<file path="src/rtl/ps2_pkg.sv">
// Shared types and constants for the PS/2 scan-code decoder.
package ps2_pkg;

    typedef enum logic [2:0] {
        ST_BASE,
        ST_EXT,
        ST_BRK,
        ST_EXT_BRK,
        ST_SKIP
    } dec_state_e;

    typedef struct packed {
        logic [7:0] code;
        logic       make;
        logic       ext;
    } key_evt_t;

    localparam logic [7:0]  PS2_EXT    = 8'hE0;
    localparam logic [7:0]  PS2_BRK    = 8'hF0;
    localparam logic [7:0]  PS2_PAUSE  = 8'hE1;
    localparam int unsigned PAUSE_SKIP = 7;
    localparam int unsigned FRAME_BITS = 11;

    localparam int unsigned NUM_NON_KEY = 6;
    localparam logic [NUM_NON_KEY-1:0][7:0] NON_KEY_BYTES =
        {8'h00, 8'hAA, 8'hEE, 8'hFA, 8'hFE, 8'hFF};

    // Status/ack bytes the keyboard sends that never represent a key.
    function automatic logic is_non_key(input logic [7:0] b);
        logic hit;
        hit = 1'b0;
        for (int i = 0; i < int'(NUM_NON_KEY); i++) begin
            if (NON_KEY_BYTES[i] == b) hit = 1'b1;
        end
        return hit;
    endfunction

endpackage

</file>
<file path="src/rtl/ps2_scancode_decoder_if.sv">
// PS/2 pad lines in, decoded key events out.
interface ps2_scancode_decoder_if;
    logic       ps2_clk;
    logic       ps2_dat;
    logic [7:0] keycode;
    logic       key_make;
    logic       key_ext;
    logic       key_valid;
    logic       frame_err;

    modport master (
        input  ps2_clk, ps2_dat,
        output keycode, key_make, key_ext, key_valid, frame_err
    );

    modport slave (
        output ps2_clk, ps2_dat,
        input  keycode, key_make, key_ext, key_valid, frame_err
    );
endinterface

</file>
<file path="src/rtl/ps2_frame_rx.sv">
// Synchronizes and filters the PS/2 lines and deserializes 11-bit frames
// with parity check and inter-edge watchdog.
module ps2_frame_rx
    import ps2_pkg::*;
#(
    parameter int unsigned CLK_HZ     = 50_000_000,
    parameter int unsigned FILTER_LEN = 8,
    parameter int unsigned TIMEOUT_US = 2000
) (
    input  logic       clk,
    input  logic       reset,
    input  logic       ps2_clk,
    input  logic       ps2_dat,
    output logic [7:0] rx_byte,
    output logic       rx_valid,
    output logic       rx_err
);

    localparam int unsigned TIMEOUT_CYC = CLK_HZ / 1_000_000 * TIMEOUT_US;
    localparam int unsigned WD_W        = $clog2(TIMEOUT_CYC + 1);
    localparam int unsigned FLT_W       = $clog2(FILTER_LEN);
    localparam int unsigned BIT_W       = 4;

    logic [1:0]       clk_sync_q, clk_sync_d;
    logic [1:0]       dat_sync_q, dat_sync_d;
    logic             filt_q, filt_d;
    logic [FLT_W-1:0] flt_cnt_q, flt_cnt_d;
    logic [BIT_W-1:0] bit_cnt_q, bit_cnt_d;
    logic [7:0]       shreg_q, shreg_d;
    logic             par_ok_q, par_ok_d;
    logic [WD_W-1:0]  wd_q, wd_d;
    logic [7:0]       rx_byte_q, rx_byte_d;
    logic             rx_valid_q, rx_valid_d;
    logic             rx_err_q, rx_err_d;
    logic             smp_c;
    logic             dat_c;

    always_ff @(posedge clk or negedge reset) begin
        if (!reset) begin
            clk_sync_q <= 2'b11;
            dat_sync_q <= 2'b11;
            filt_q     <= 1'b1;
            flt_cnt_q  <= '0;
            bit_cnt_q  <= '0;
            shreg_q    <= '0;
            par_ok_q   <= 1'b0;
            wd_q       <= WD_W'(TIMEOUT_CYC - 1);
            rx_byte_q  <= '0;
            rx_valid_q <= 1'b0;
            rx_err_q   <= 1'b0;
        end else begin
            clk_sync_q <= clk_sync_d;
            dat_sync_q <= dat_sync_d;
            filt_q     <= filt_d;
            flt_cnt_q  <= flt_cnt_d;
            bit_cnt_q  <= bit_cnt_d;
            shreg_q    <= shreg_d;
            par_ok_q   <= par_ok_d;
            wd_q       <= wd_d;
            rx_byte_q  <= rx_byte_d;
            rx_valid_q <= rx_valid_d;
            rx_err_q   <= rx_err_d;
        end
    end

    always_comb begin
        clk_sync_d = {clk_sync_q[0], ps2_clk};
        dat_sync_d = {dat_sync_q[0], ps2_dat};
        filt_d     = filt_q;
        flt_cnt_d  = '0;
        bit_cnt_d  = bit_cnt_q;
        shreg_d    = shreg_q;
        par_ok_d   = par_ok_q;
        wd_d       = wd_q;
        rx_byte_d  = rx_byte_q;
        rx_valid_d = 1'b0;
        rx_err_d   = 1'b0;

        // Level flips on the FILTER_LEN-th consecutive differing sample.
        if (clk_sync_q[1] != filt_q) begin
            if (flt_cnt_q == FLT_W'(FILTER_LEN - 1)) filt_d = clk_sync_q[1];
            else                                     flt_cnt_d = flt_cnt_q + FLT_W'(1);
        end
        smp_c = filt_q & ~filt_d;
        dat_c = dat_sync_q[1];

        if (smp_c) begin
            wd_d = WD_W'(TIMEOUT_CYC - 1);
            if (bit_cnt_q == '0) begin
                if (!dat_c) bit_cnt_d = BIT_W'(1);
                else        rx_err_d  = 1'b1;
            end else if (bit_cnt_q <= BIT_W'(8)) begin
                shreg_d   = {dat_c, shreg_q[7:1]};
                bit_cnt_d = bit_cnt_q + BIT_W'(1);
            end else if (bit_cnt_q == BIT_W'(9)) begin
                par_ok_d  = ^{shreg_q, dat_c};
                bit_cnt_d = BIT_W'(FRAME_BITS - 1);
            end else begin
                bit_cnt_d = '0;
                if (par_ok_q && dat_c) begin
                    rx_byte_d  = shreg_q;
                    rx_valid_d = 1'b1;
                end else begin
                    rx_err_d = 1'b1;
                end
            end
        end else if (bit_cnt_q != '0) begin
            // Watchdog only runs while a frame is in progress.
            if (wd_q == '0) begin
                bit_cnt_d = '0;
                rx_err_d  = 1'b1;
                wd_d      = WD_W'(TIMEOUT_CYC - 1);
            end else begin
                wd_d = wd_q - WD_W'(1);
            end
        end
    end

    assign rx_byte  = rx_byte_q;
    assign rx_valid = rx_valid_q;
    assign rx_err   = rx_err_q;

endmodule

</file>
<file path="src/rtl/ps2_scancode_decoder.sv">
// Scan-code set 2 prefix decoder: turns received bytes into make/break
// key events with extended-key flag.
module ps2_scancode_decoder
    import ps2_pkg::*;
#(
    parameter int unsigned CLK_HZ     = 50_000_000,
    parameter int unsigned FILTER_LEN = 8,
    parameter int unsigned TIMEOUT_US = 2000
) (
    input logic                    clk,
    input logic                    reset,
    ps2_scancode_decoder_if.master bus
);

    localparam int unsigned SKIP_W = $clog2(PAUSE_SKIP + 1);

    logic [7:0] rx_byte;
    logic       rx_valid;
    logic       rx_err;

    dec_state_e        state_q, state_d;
    logic [SKIP_W-1:0] skip_q, skip_d;
    key_evt_t          evt_q, evt_d;
    logic              key_valid_q, key_valid_d;

    ps2_frame_rx #(
        .CLK_HZ    (CLK_HZ),
        .FILTER_LEN(FILTER_LEN),
        .TIMEOUT_US(TIMEOUT_US)
    ) u_rx (
        .clk     (clk),
        .reset   (reset),
        .ps2_clk (bus.ps2_clk),
        .ps2_dat (bus.ps2_dat),
        .rx_byte (rx_byte),
        .rx_valid(rx_valid),
        .rx_err  (rx_err)
    );

    always_ff @(posedge clk or negedge reset) begin
        if (!reset) begin
            state_q     <= ST_BASE;
            skip_q      <= '0;
            evt_q       <= '0;
            key_valid_q <= 1'b0;
        end else begin
            state_q     <= state_d;
            skip_q      <= skip_d;
            evt_q       <= evt_d;
            key_valid_q <= key_valid_d;
        end
    end

    always_comb begin
        state_d     = state_q;
        skip_d      = skip_q;
        evt_d       = evt_q;
        key_valid_d = 1'b0;

        if (rx_err) begin
            state_d = ST_BASE;
            skip_d  = '0;
        end else if (rx_valid) begin
            if (state_q == ST_SKIP) begin
                // Swallow the remainder of the Pause sequence.
                skip_d = skip_q - SKIP_W'(1);
                if (skip_q == SKIP_W'(1)) state_d = ST_BASE;
            end else begin
                state_d = ST_BASE;
                if (state_q == ST_BASE && rx_byte == PS2_EXT) begin
                    state_d = ST_EXT;
                end else if (state_q == ST_BASE && rx_byte == PS2_BRK) begin
                    state_d = ST_BRK;
                end else if (state_q == ST_BASE && rx_byte == PS2_PAUSE) begin
                    state_d = ST_SKIP;
                    skip_d  = SKIP_W'(PAUSE_SKIP);
                end else if (state_q == ST_EXT && rx_byte == PS2_BRK) begin
                    state_d = ST_EXT_BRK;
                end else if (state_q == ST_EXT && rx_byte == PS2_EXT) begin
                    state_d = ST_EXT;
                end else if (state_q == ST_BRK && rx_byte == PS2_BRK) begin
                    state_d = ST_BRK;
                end else if (!is_non_key(rx_byte)) begin
                    evt_d.code  = rx_byte;
                    evt_d.make  = !(state_q == ST_BRK || state_q == ST_EXT_BRK);
                    evt_d.ext   = (state_q == ST_EXT || state_q == ST_EXT_BRK);
                    key_valid_d = 1'b1;
                end
            end
        end
    end

    assign bus.keycode   = evt_q.code;
    assign bus.key_make  = evt_q.make;
    assign bus.key_ext   = evt_q.ext;
    assign bus.key_valid = key_valid_q;
    assign bus.frame_err = rx_err;

endmodule

</file>
<file path="src/flat_wrapper.sv">
// flat-port wrapper written by rule: the top's interface ports become plain ports
module ps2_scancode_decoder_flat import ps2_pkg::*;
#(
    parameter int unsigned CLK_HZ     = 50_000_000,
    parameter int unsigned FILTER_LEN = 8,
    parameter int unsigned TIMEOUT_US = 2000
)
  (clk, reset, bus_ps2_clk, bus_ps2_dat, bus_keycode, bus_key_make, bus_key_ext, bus_key_valid, bus_frame_err);
  ps2_scancode_decoder_if bus_i ();
  input logic clk;
  input logic reset;
  input wire logic [$bits(bus_i.ps2_clk)-1:0] bus_ps2_clk;
  input wire logic [$bits(bus_i.ps2_dat)-1:0] bus_ps2_dat;
  output wire logic [$bits(bus_i.keycode)-1:0] bus_keycode;
  output wire logic [$bits(bus_i.key_make)-1:0] bus_key_make;
  output wire logic [$bits(bus_i.key_ext)-1:0] bus_key_ext;
  output wire logic [$bits(bus_i.key_valid)-1:0] bus_key_valid;
  output wire logic [$bits(bus_i.frame_err)-1:0] bus_frame_err;
  assign bus_i.ps2_clk = bus_ps2_clk;
  assign bus_i.ps2_dat = bus_ps2_dat;
  assign bus_keycode = bus_i.keycode;
  assign bus_key_make = bus_i.key_make;
  assign bus_key_ext = bus_i.key_ext;
  assign bus_key_valid = bus_i.key_valid;
  assign bus_frame_err = bus_i.frame_err;
  ps2_scancode_decoder #(.CLK_HZ(CLK_HZ), .FILTER_LEN(FILTER_LEN), .TIMEOUT_US(TIMEOUT_US)) u_core (.clk(clk), .reset(reset), .bus(bus_i));
endmodule
</file>
<file path="config.mk">
export PLATFORM = sky130hd
export DESIGN_NAME = ps2_scancode_decoder_flat
export DESIGN_NICKNAME = d
export VERILOG_FILES = /design/src/rtl/ps2_pkg.sv /design/src/rtl/ps2_scancode_decoder_if.sv /design/src/rtl/ps2_frame_rx.sv /design/src/rtl/ps2_scancode_decoder.sv /design/src/flat_wrapper.sv
export SDC_FILE = /design/constraint.sdc
export NUM_CORES = 1
export LEC_CHECK = 0
export CAP_MARGIN = 40
export CORE_MARGIN = 2
export CORE_UTILIZATION = 55
export CTS_BUF_LIST = sky130_fd_sc_hd__clkbuf_4
export CTS_CLUSTER_SIZE = 24
export DETAILED_ROUTE_END_ITERATION = 10
export PLACE_DENSITY = 0.74
export SYNTH_ARGS = -nofsm -noshare
export SYNTH_HDL_FRONTEND = slang
export SYNTH_SLANG_ARGS = --single-unit
</file>
<file path="constraint.sdc">
create_clock -name clk -period 4.7 [get_ports clk]
set_clock_uncertainty 0.15 [all_clocks]
set_input_delay 0.94 -clock clk [delete_from_list [all_inputs] [get_ports clk]]
set_output_delay 0.94 -clock clk [all_outputs]
set_load 0.01 [all_outputs]
</file>
==> results.env, run 1 <==
STATUS='complete, no violations'
CRITICAL_PATH_CELL_COUNT=1
AVERAGE_CELL_AREA_AFTER_SYNTHESIS_UM2=11.3
SYN_AREA_UM2=3110
FINAL_ANTENNA_NET_COUNT=0
FLOORPLAN.DIE.WIDTH_UM=79.2
SYNTHARSTFLOPSHARE_PCT=100
CRITICAL_PATH.STARTPOINT='u_core.u_rx.rx_err$_DFF_PN0_'
SEQUENTIAL_SHARE_OF_THE_SYNTHESIZED_AREA_PCT=52.9
HOLD_VIOLATIONS=0
HPWLAFTERDP_UM=3900
CRITPATHCAPTURE='bus_frame_err'
DESIGN_AREA_FINAL_UM2=3530
GRT_BUSIEST_LAYER='met2'
POST-ROUTE-MIN-PERIOD_NS=2.55
DIE-HEIGHT_UM=79.2
CTS.SINK_COUNT=65
DETAIL_ROUTE.VIAS_PER_CELL=5.66
CRITICAL_PATH.N_BUFFERS_INVERTERS=1
SHARE_OF_LAYOUT_CELLS_ABOVE_DRIVE_STRENGTH_1_PCT=23.4
SETUP.WORST_PATH.CLASS='register to output pin'
FLOORPLAN.IO_PINS=16
FLOORPLAN.INITIALDENSITY_PCT=56.8
LARGEST_STAGE_DELAY_ON_THE_CRITICAL_PATH_NS=0.58
TIMING.CRITICAL_PATH.SLOWEST_STAGE_CELL='clkdlybuf4s50_1'
IRDROPWORSTVDD_mV=0.251
SYN-INSTANCE-COUNT=275
MAX_FREQ_MHz=393
SYNTH_SEQ_CELLS=65
ROW_COUNT=27
SETUP_REPAIR_AFTER_GLOBAL_ROUTING_MISSED_ITS_MARGIN='no'
SYN_NETS=287
CP_MAX_FO=7
PLACE.PORT_BUFFERS=15
CTS_SETUP_BUFFERS=0
GRT_START_MAX_NET_PINS=39
MAXSLEWVIOLCOUNT=0
FIN_TNS_SETUP_NS=0
WORST-R2R-SETUP-SLACK_NS=2.22
DRT_WL_TOTAL_UM=5480
FINAL-SETUP-VIOL-COUNT=0
TRITONCTS='yes'
GRT.OVERFLOW.TOTAL=0
CRITPATHREQUIREDTIME_NS=3.61
STANDARD_CELL_AREA_AFTER_DETAILED_PLACEMENT_UM2=3330
GRT_PASS1_VIAS=2119
MAX-SLEW-MARGIN-REL_PCT=51.5
SYNTHTOLAYOUTAREAGROWTH_PCT=13.6
CTS_INSERTED_BUFFERS=9
MAXCAPVIOLATIONS=0
LEAKAGE_COMPONENT_OF_THE_POWER_nW=1.63
SYNTH_EDF_COUNT=0
GRT_UTIL_MET3_PCT=4.77
WIRE_LENGTH_OF_THE_FIRST_GLOBAL_ROUTING_PASS_UM=9870
SKEW_PAIR_LATE_INSERTION_DELAY_NS=0.40
GPL.FINAL_WEIGHTED_CONGESTION=0.888
WIRE_PER_INST_UM=14.6
REG2REG_TO='u_core.u_rx.wd_q[7]$_DFFE_PN1P_'
TIMING_WORST_SLEW_PIN_VALUE_NS=0.721
HOLD_PATH.STARTPOINT='u_core.u_rx.clk_sync_q[0]$_DFF_PN1_'
MIN_PERIOD_OVER_PERIOD_PCT=54.2
SYNTH.LIB_CELLS_USED.DISTINCT=48
DRCVIOLATIONCOUNT=0
FAMILY_WITH_THE_MOST_DELAY_ON_THE_WORST_PATH='buffers and inverters'
WORST_SETUP_PATH_START_KIND='register'
HOLD-WORST-SLACK_NS=0.211
DIE_AREA_UM2=6270
CTS.CLK_SLEW.WORST_PATHS_NS=0.11
ENDPOINT_KIND='output pin'
MAX-CLOCK-PATH-BUFFERS=2
CRIT_PATH_CELL_TRACE='clkdlybuf4s50_1'
CLOCK_TREE.HTREE_LEVEL_COUNT=3
ANTENNADIODECOUNT=0
DESIGN.FINAL.NETS=310
NUMBER_OF_ANTENNA_VIOLATIONS_AT_THE_FIRST_CHECK_IN_GLOBAL_ROUTING=0
YOSYSWARNINGCOUNT=0
SYNTH_FF_TYPE='dfrtp_1'
FIRSTDRTPASSITERS=4
WORST-R2R-CELL-COUNT=7
CTS-HOLD-FIX-BUFFERS=0
REG_TO_REG_STARTPOINT='u_core.u_rx.flt_cnt_q[0]$_DFF_PN0_'
GR-USAGE-MET1_PCT=28.1
FINAL_CORE_UTILIZATION_PCT=64.6
POWER.DENSITY_CELL_AREA_nW_PER_UM2=423
CRITICAL_PATH_ARRIVAL_NS=1.46
MULTI_INPUT_COMB_AREA_UM2=1400
GRT_UTIL_MET2_PCT=29.7
CTS_ROOT_BUF='clkbuf_4'
DESIGN_POWER_mW=1.50
CTSRESIZECOUNT=0
MIN_PATH_TYPE='register to register'
DR_TOTAL_VIAS=2124
NFILLCELLS=434
CORE_AREA_UM2=5470
GR-USAGE-ALL-LAYERS_PCT=20.5
DRT-INITIAL-DRC-COUNT=127
REGAREA_UM2=1650
==> placed cells by master (no fill, tap or decap), drive strengths merged, types with 2 or more instances in the layout <==
cell            n
dfrtp          50
mux2           27
nand2          26
nor2           23
dfstp          15
clkdlybuf4s50  14
o21ai          12
xnor2          11
inv            10
xor2            9
clkbuf          9
ha              8
nand4           7
nor3b           6
a21oi           6
nand3           6
nor3            5
nor4            4
nand4b          4
o211ai          3
nor2b           3
or3             3
bufinv          3
o31ai           3
clkinv          3
buf             3
and3            2
o22ai           2
a211oi          2
a311oi          2
nand2b          2
nand3b          2
a21o            2
or4             2
==> area by class of cell <==
cell class,count,area share [%]
well taps,72,2.55
repair buffers,18,4.89
clock inverters,7,3.36
inverters,10,1.06
flip-flops and latches,65,46.6
multi-input cells,194,39.7
clock buffers,9,1.91
==> worst reg2reg max path: cells and delay by family (launching register included) <==
family / cells / cell delay (ns)
AO/OA/AOI/OAI: 1 / 0.27
XOR/XNOR: 1 / 0.15
adder cells (fa/ha/maj): 2 / 0.38
flip-flops: 1 / 0.36
AND/OR/NAND/NOR: 3 / 1.11
==> where the power goes <==
group	leakage (nW)	internal (mW)	switching, mW
Combinational	0.681	0.138	0.172
Clock	0.0938	0.269	0.201
Sequential	0.851	0.657	0.0595
Total	1.63	1.06	0.432
==> registers in the layout, indices dropped and copies added, names as in the netlist <==
register / flops
u_core.u_rx.rx_err: 1
u_core.bus.key_ext: 1
u_core.bus.key_make: 1
u_core.u_rx.clk_sync_q: 2
u_core.u_rx.par_ok_q: 1
u_core.u_rx.filt_q: 1
u_core.bus.keycode: 8
u_core.u_rx.rx_valid: 1
u_core.bus.key_valid: 1
u_core.u_rx.bit_cnt_q: 4
u_core.u_rx.dat_sync_q: 2
u_core.u_rx.wd_q: 17
u_core.u_rx.rx_byte: 8
u_core.u_rx.shreg_q: 8
u_core.u_rx.flt_cnt_q: 3
u_core.skip_q: 3
u_core.state_q: 3
==> synth_stat cells, drive strengths merged, types with 2 or more instances <==
library cell / instances / area share, %
o21ai: 12 / 2.1
dfrtp: 50 / 40
nand4: 7 / 1.4
nor4: 4 / 0.80
nand4b: 4 / 1.1
o22ai: 2 / 0.40
o31ai: 3 / 1.2
nor2b: 3 / 0.60
mux2: 27 / 9.8
nand3: 6 / 0.97
nor3: 5 / 0.80
o211ai: 3 / 0.72
a21o: 2 / 0.48
nor2: 23 / 2.9
xor2: 9 / 2.5
clkbuf: 4 / 0.52
nand3b: 2 / 0.48
a21oi: 6 / 0.97
nand2b: 2 / 0.40
a311oi: 2 / 0.56
ha: 8 / 3.2
inv: 10 / 1.2
buf: 2 / 0.32
or4: 2 / 0.64
dfstp: 15 / 13
xnor2: 11 / 3.1
a211oi: 2 / 0.48
and3: 2 / 0.40
nand2: 26 / 3.1
or3: 3 / 0.72
nor3b: 6 / 1.4
==> worst min-delay path by stage <==
stage / to / slack, ns / cells past startpoint
2_1_floorplan: u_core.u_rx.clk_sync_q[1]$_DFF_PN1_ / 0.20 / 0
3_3_place_gp: u_core.u_rx.clk_sync_q[1]$_DFF_PN1_ / 0.20 / 0
3_5_place_dp: u_core.u_rx.clk_sync_q[1]$_DFF_PN1_ / 0.20 / 0
4_1_cts: u_core.u_rx.clk_sync_q[1]$_DFF_PN1_ / 0.21 / 0
5_1_grt: u_core.u_rx.clk_sync_q[1]$_DFF_PN1_ / 0.22 / 0
6_report: u_core.u_rx.clk_sync_q[1]$_DFF_PN1_ / 0.21 / 0
==> per-stage QoR <==
stage | setup slack [ns] | std cells
floorplan | 2.49 | 275
global placement | 2.28 | 358
detailed placement | 2.21 | 358
CTS | 2.13 | 374
global route | 2.04 | 375
finish | 2.15 | 375
==> layer usage <==
layer / up-vias / wire [um] / share of wire, %
met5: - / 0 / 0
met4: 0 / 111 / 2.0
met3: 10 / 149 / 2.7
met2: 38 / 2600 / 47
met1: 1046 / 2620 / 48
li1: 1030 / - / -
==> cells by family (layout without fill, tap and decap cells) <==
logic type	after synthesis	count (layout)	synth area share, %
adders and majority gates	8	8	3.22
AOI/OAI and AO/OA	39	39	8.69
and+or+nand+nor	100	100	17.7
muxes	27	27	9.77
xor gates and xnor gates	20	20	5.63
buffers and inverters	16	44	2.05
DFF	65	65	52.9
Note: power is estimated with default switching activity, not from simulation.
==> run 2, diff against run 1 <==
==> constraint.sdc (replaced) <==
create_clock -name clk -period 2.5 [get_ports clk]
set_clock_uncertainty 0.15 [all_clocks]
set_input_delay 0.5 -clock clk [delete_from_list [all_inputs] [get_ports clk]]
set_output_delay 0.5 -clock clk [all_outputs]
set_load 0.01 [all_outputs]
==> results.env, run 2 (synthesis results as in run 1) <==
STATUS='complete, no violations'
MOST_FREQUENT_CELLS_IN_THE_LAYOUT='50 x dfrtp_1, 27 x mux2_2, 26 x nand2_1'
DESIGN_POWER_mW=2.55
SETUP.WORST_PATH.CLASS='register to register'
DIE_AREA_UM2=6270
REGAREA_UM2=1650
CRITICAL_PATH_ARRIVAL_NS=2.45
MAXCAPVIOLATIONS=0
IRDROPWORSTVDD_mV=0.451
TRITONCTS='yes'
FINAL-SETUP-VIOL-COUNT=0
HOLD-WORST-SLACK_NS=0.213
GRT.OVERFLOW.TOTAL=0
MIN_PERIOD_OVER_PERIOD_PCT=91.3
SETUP_REPAIR_AFTER_GLOBAL_ROUTING_MISSED_ITS_MARGIN='no'
DESIGN.FINAL.NETS=321
CRITICAL_PATH.N_BUFFERS_INVERTERS=1
CLOCK_TREE.HTREE_LEVEL_COUNT=3
HOLD_VIOLATIONS=0
MOST_COMMON_CELL_AFTER_LAYOUT_FILL_AND_TAPS_ASIDE='dfrtp_1'
POST-ROUTE-MIN-PERIOD_NS=2.28
MIN_PATH_TYPE='register to register'
FAMILY_WITH_THE_MOST_DELAY_ON_THE_WORST_PATH='simple AND/OR/NAND/NOR gates'
SKEW_PAIR_LATE_INSERTION_DELAY_NS=0.41
MAX-CLOCK-PATH-BUFFERS=2
DRT_WL_TOTAL_UM=5490
WORST_SETUP_PATH_START_KIND='register'
DRCVIOLATIONCOUNT=0
FLOORPLAN.DIE.WIDTH_UM=79.2
LEAKAGE_COMPONENT_OF_THE_POWER_nW=1.63
HPWLAFTERDP_UM=3800
GRT_START_MAX_NET_PINS=66
TIMING_WORST_SLEW_PIN_VALUE_NS=0.617
WIRE_LENGTH_OF_THE_FIRST_GLOBAL_ROUTING_PASS_UM=9760
LARGEST_REGISTER_FFS=17
DIE-HEIGHT_UM=79.2
SHARE_OF_LAYOUT_CELLS_ABOVE_DRIVE_STRENGTH_1_PCT=26.1
CRIT_PATH_CELL_TRACE='inv_1 -> ha_1 -> or3b_2 -> nand4b_1 -> nor3_1 -> nor2_2 -> o211ai_1'
DR_TOTAL_VIAS=2125
CTS_ROOT_BUF='clkbuf_4'
MAX_FREQ_MHz=438
DRT-INITIAL-DRC-COUNT=152
WIRE_PER_INST_UM=14.2
NUMBER_OF_ANTENNA_VIOLATIONS_AT_THE_FIRST_CHECK_IN_GLOBAL_ROUTING=0
CRITPATHREQUIREDTIME_NS=2.66
LARGEST_STAGE_DELAY_ON_THE_CRITICAL_PATH_NS=0.53
NFILLCELLS=453
FIN_WS_NS=0.216
GRT_PASS1_VIAS=2109
GPL.FINAL_WEIGHTED_CONGESTION=0.812
FIRSTDRTPASSITERS=4
CTS.CLK_SLEW.WORST_PATHS_NS=0.10
MAX-SLEW-MARGIN-REL_PCT=58.8
CTSRESIZECOUNT=0
DETAIL_ROUTE.VIAS_PER_CELL=5.51
ANTENNADIODECOUNT=0
FLOORPLAN.INITIALDENSITY_PCT=56.8
PLACE.PORT_BUFFERS=15
FIN_TNS_SETUP_NS=0
CTS_SETUP_BUFFERS=0
MULTI_INPUT_COMB_AREA_UM2=1400
SYNTHTOLAYOUTAREAGROWTH_PCT=14.1
CTS.SINK_COUNT=65
CP_MAX_FO=10
CTS_INSERTED_BUFFERS=9
TIMING.CRITICAL_PATH.SLOWEST_STAGE_CELL='or3b_2'
FLOORPLAN.IO_PINS=16
GR-USAGE-ALL-LAYERS_PCT=20.2
FINAL_ANTENNA_NET_COUNT=0
ROW_COUNT=27
MAXSLEWVIOLCOUNT=0
POWER.DENSITY_CELL_AREA_nW_PER_UM2=717
REGISTERS.TOP_BY_FF_COUNT='u_core.u_rx.wd_q'
ENDPOINT_KIND='register'
DETAILEDPLACE.WORSTSLACK_NS=0.215
CORE_AREA_UM2=5470
run 2: changes by cell type in the layout (fill, tap and decap cells not counted):
| cell | before | now |
|---|---|---|
| bufinv_16 | 3 | 0 |
| buf_4 | 2 | 12 |
| clkinv_2 | 0 | 3 |
| clkbuf_4 | 9 | 10 |
| clkinv_4 | 2 | 1 |
| buf_12 | 0 | 1 |
| dlymetal6s2s_1 | 1 | 0 |
| dlygate4sd3_1 | 0 | 1 |
run 2: layout make-up:
class / count / area share [%]
sequential: 65 / 46.4
multi-input combinational: 194 / 39.5
tap: 72 / 2.54
inverter: 10 / 1.06
clock inverter: 6 / 0.987
timing repair buffer: 29 / 7.47
clock buffer: 10 / 2.11
run 2: report_power, final:
part	switching, mW	internal [mW]	leakage (nW)	total, mW
registers	0.112	1.24	0.851	1.35
logic	0.321	0.288	0.719	0.609
clock network	0.382	0.209	0.0636	0.591
total	0.814	1.73	1.63	2.55
run 2: worst paths after layout:
path / start / end / slack [ns] / cells after the start
min in group asynchronous: reset / u_core.u_rx.rx_byte[7]$_DFFE_PN0P_ / 0.47 / 3
max reg2reg: u_core.u_rx.bit_cnt_q[0]$_DFFE_PN0P_ / u_core.u_rx.wd_q[1]$_DFFE_PN1P_ / 0.22 / 7
max in group asynchronous: reset / u_core.u_rx.wd_q[1]$_DFFE_PN1P_ / 1.40 / 3
min: u_core.u_rx.clk_sync_q[0]$_DFF_PN1_ / u_core.u_rx.clk_sync_q[1]$_DFF_PN1_ / 0.21 / 0
min reg2reg: u_core.u_rx.clk_sync_q[0]$_DFF_PN1_ / u_core.u_rx.clk_sync_q[1]$_DFF_PN1_ / 0.21 / 0
max: u_core.u_rx.bit_cnt_q[0]$_DFFE_PN0P_ / u_core.u_rx.wd_q[1]$_DFFE_PN1P_ / 0.22 / 7
run 2: timing repair:
action | CTS | global route
hold endpoints to repair | 50 | 0
setup endpoints to repair | 0 | 0
hold buffers | 1 | 0
run 2: stage by stage:
step                      area, um^2  util [%]  instances
after global placement          3430      62.7        369
after global routing            3550      64.9        386
after floorplan                 3110         -        275
final                           3550      64.9        386
after CTS                       3550      64.9        386
after detailed placement        3430      62.7        369
run 2: per-layer routing:
metal,global-route usage (%),up-vias,wire length (um)
li1,-,1047,-
met2,29.4,19,2440
met3,5.11,7,136
met1,29.0,1052,2830
met5,0,-,0
met4,7.93,0,80
==> run 3, diff against run 2 <==
==> constraint.sdc (replaced) <==
create_clock -name clk -period 2.5 [get_ports clk]
set_clock_uncertainty 0.15 [all_clocks]
set_input_delay 0.5 -clock clk [delete_from_list [all_inputs] [get_ports clk]]
set_output_delay 0.5 -clock clk [all_outputs]
set_load 0.05 [all_outputs]
==> results of run 3 <==
Same layout as run 2 (identical final DEF). Status: complete, no violations.
Main changes from that run: clock-pin slew on the worst setup and hold paths 0.10 ns -> 0.11 ns; setup slack after layout 0.216 ns -> 0.113 ns; start point of the critical path u_core.u_rx.bit_cnt_q[0]$_DFFE_PN0P_ -> u_core.u_rx.rx_err$_DFF_PN0_; end point of the critical path u_core.u_rx.wd_q[1]$_DFFE_PN1P_ -> bus_frame_err
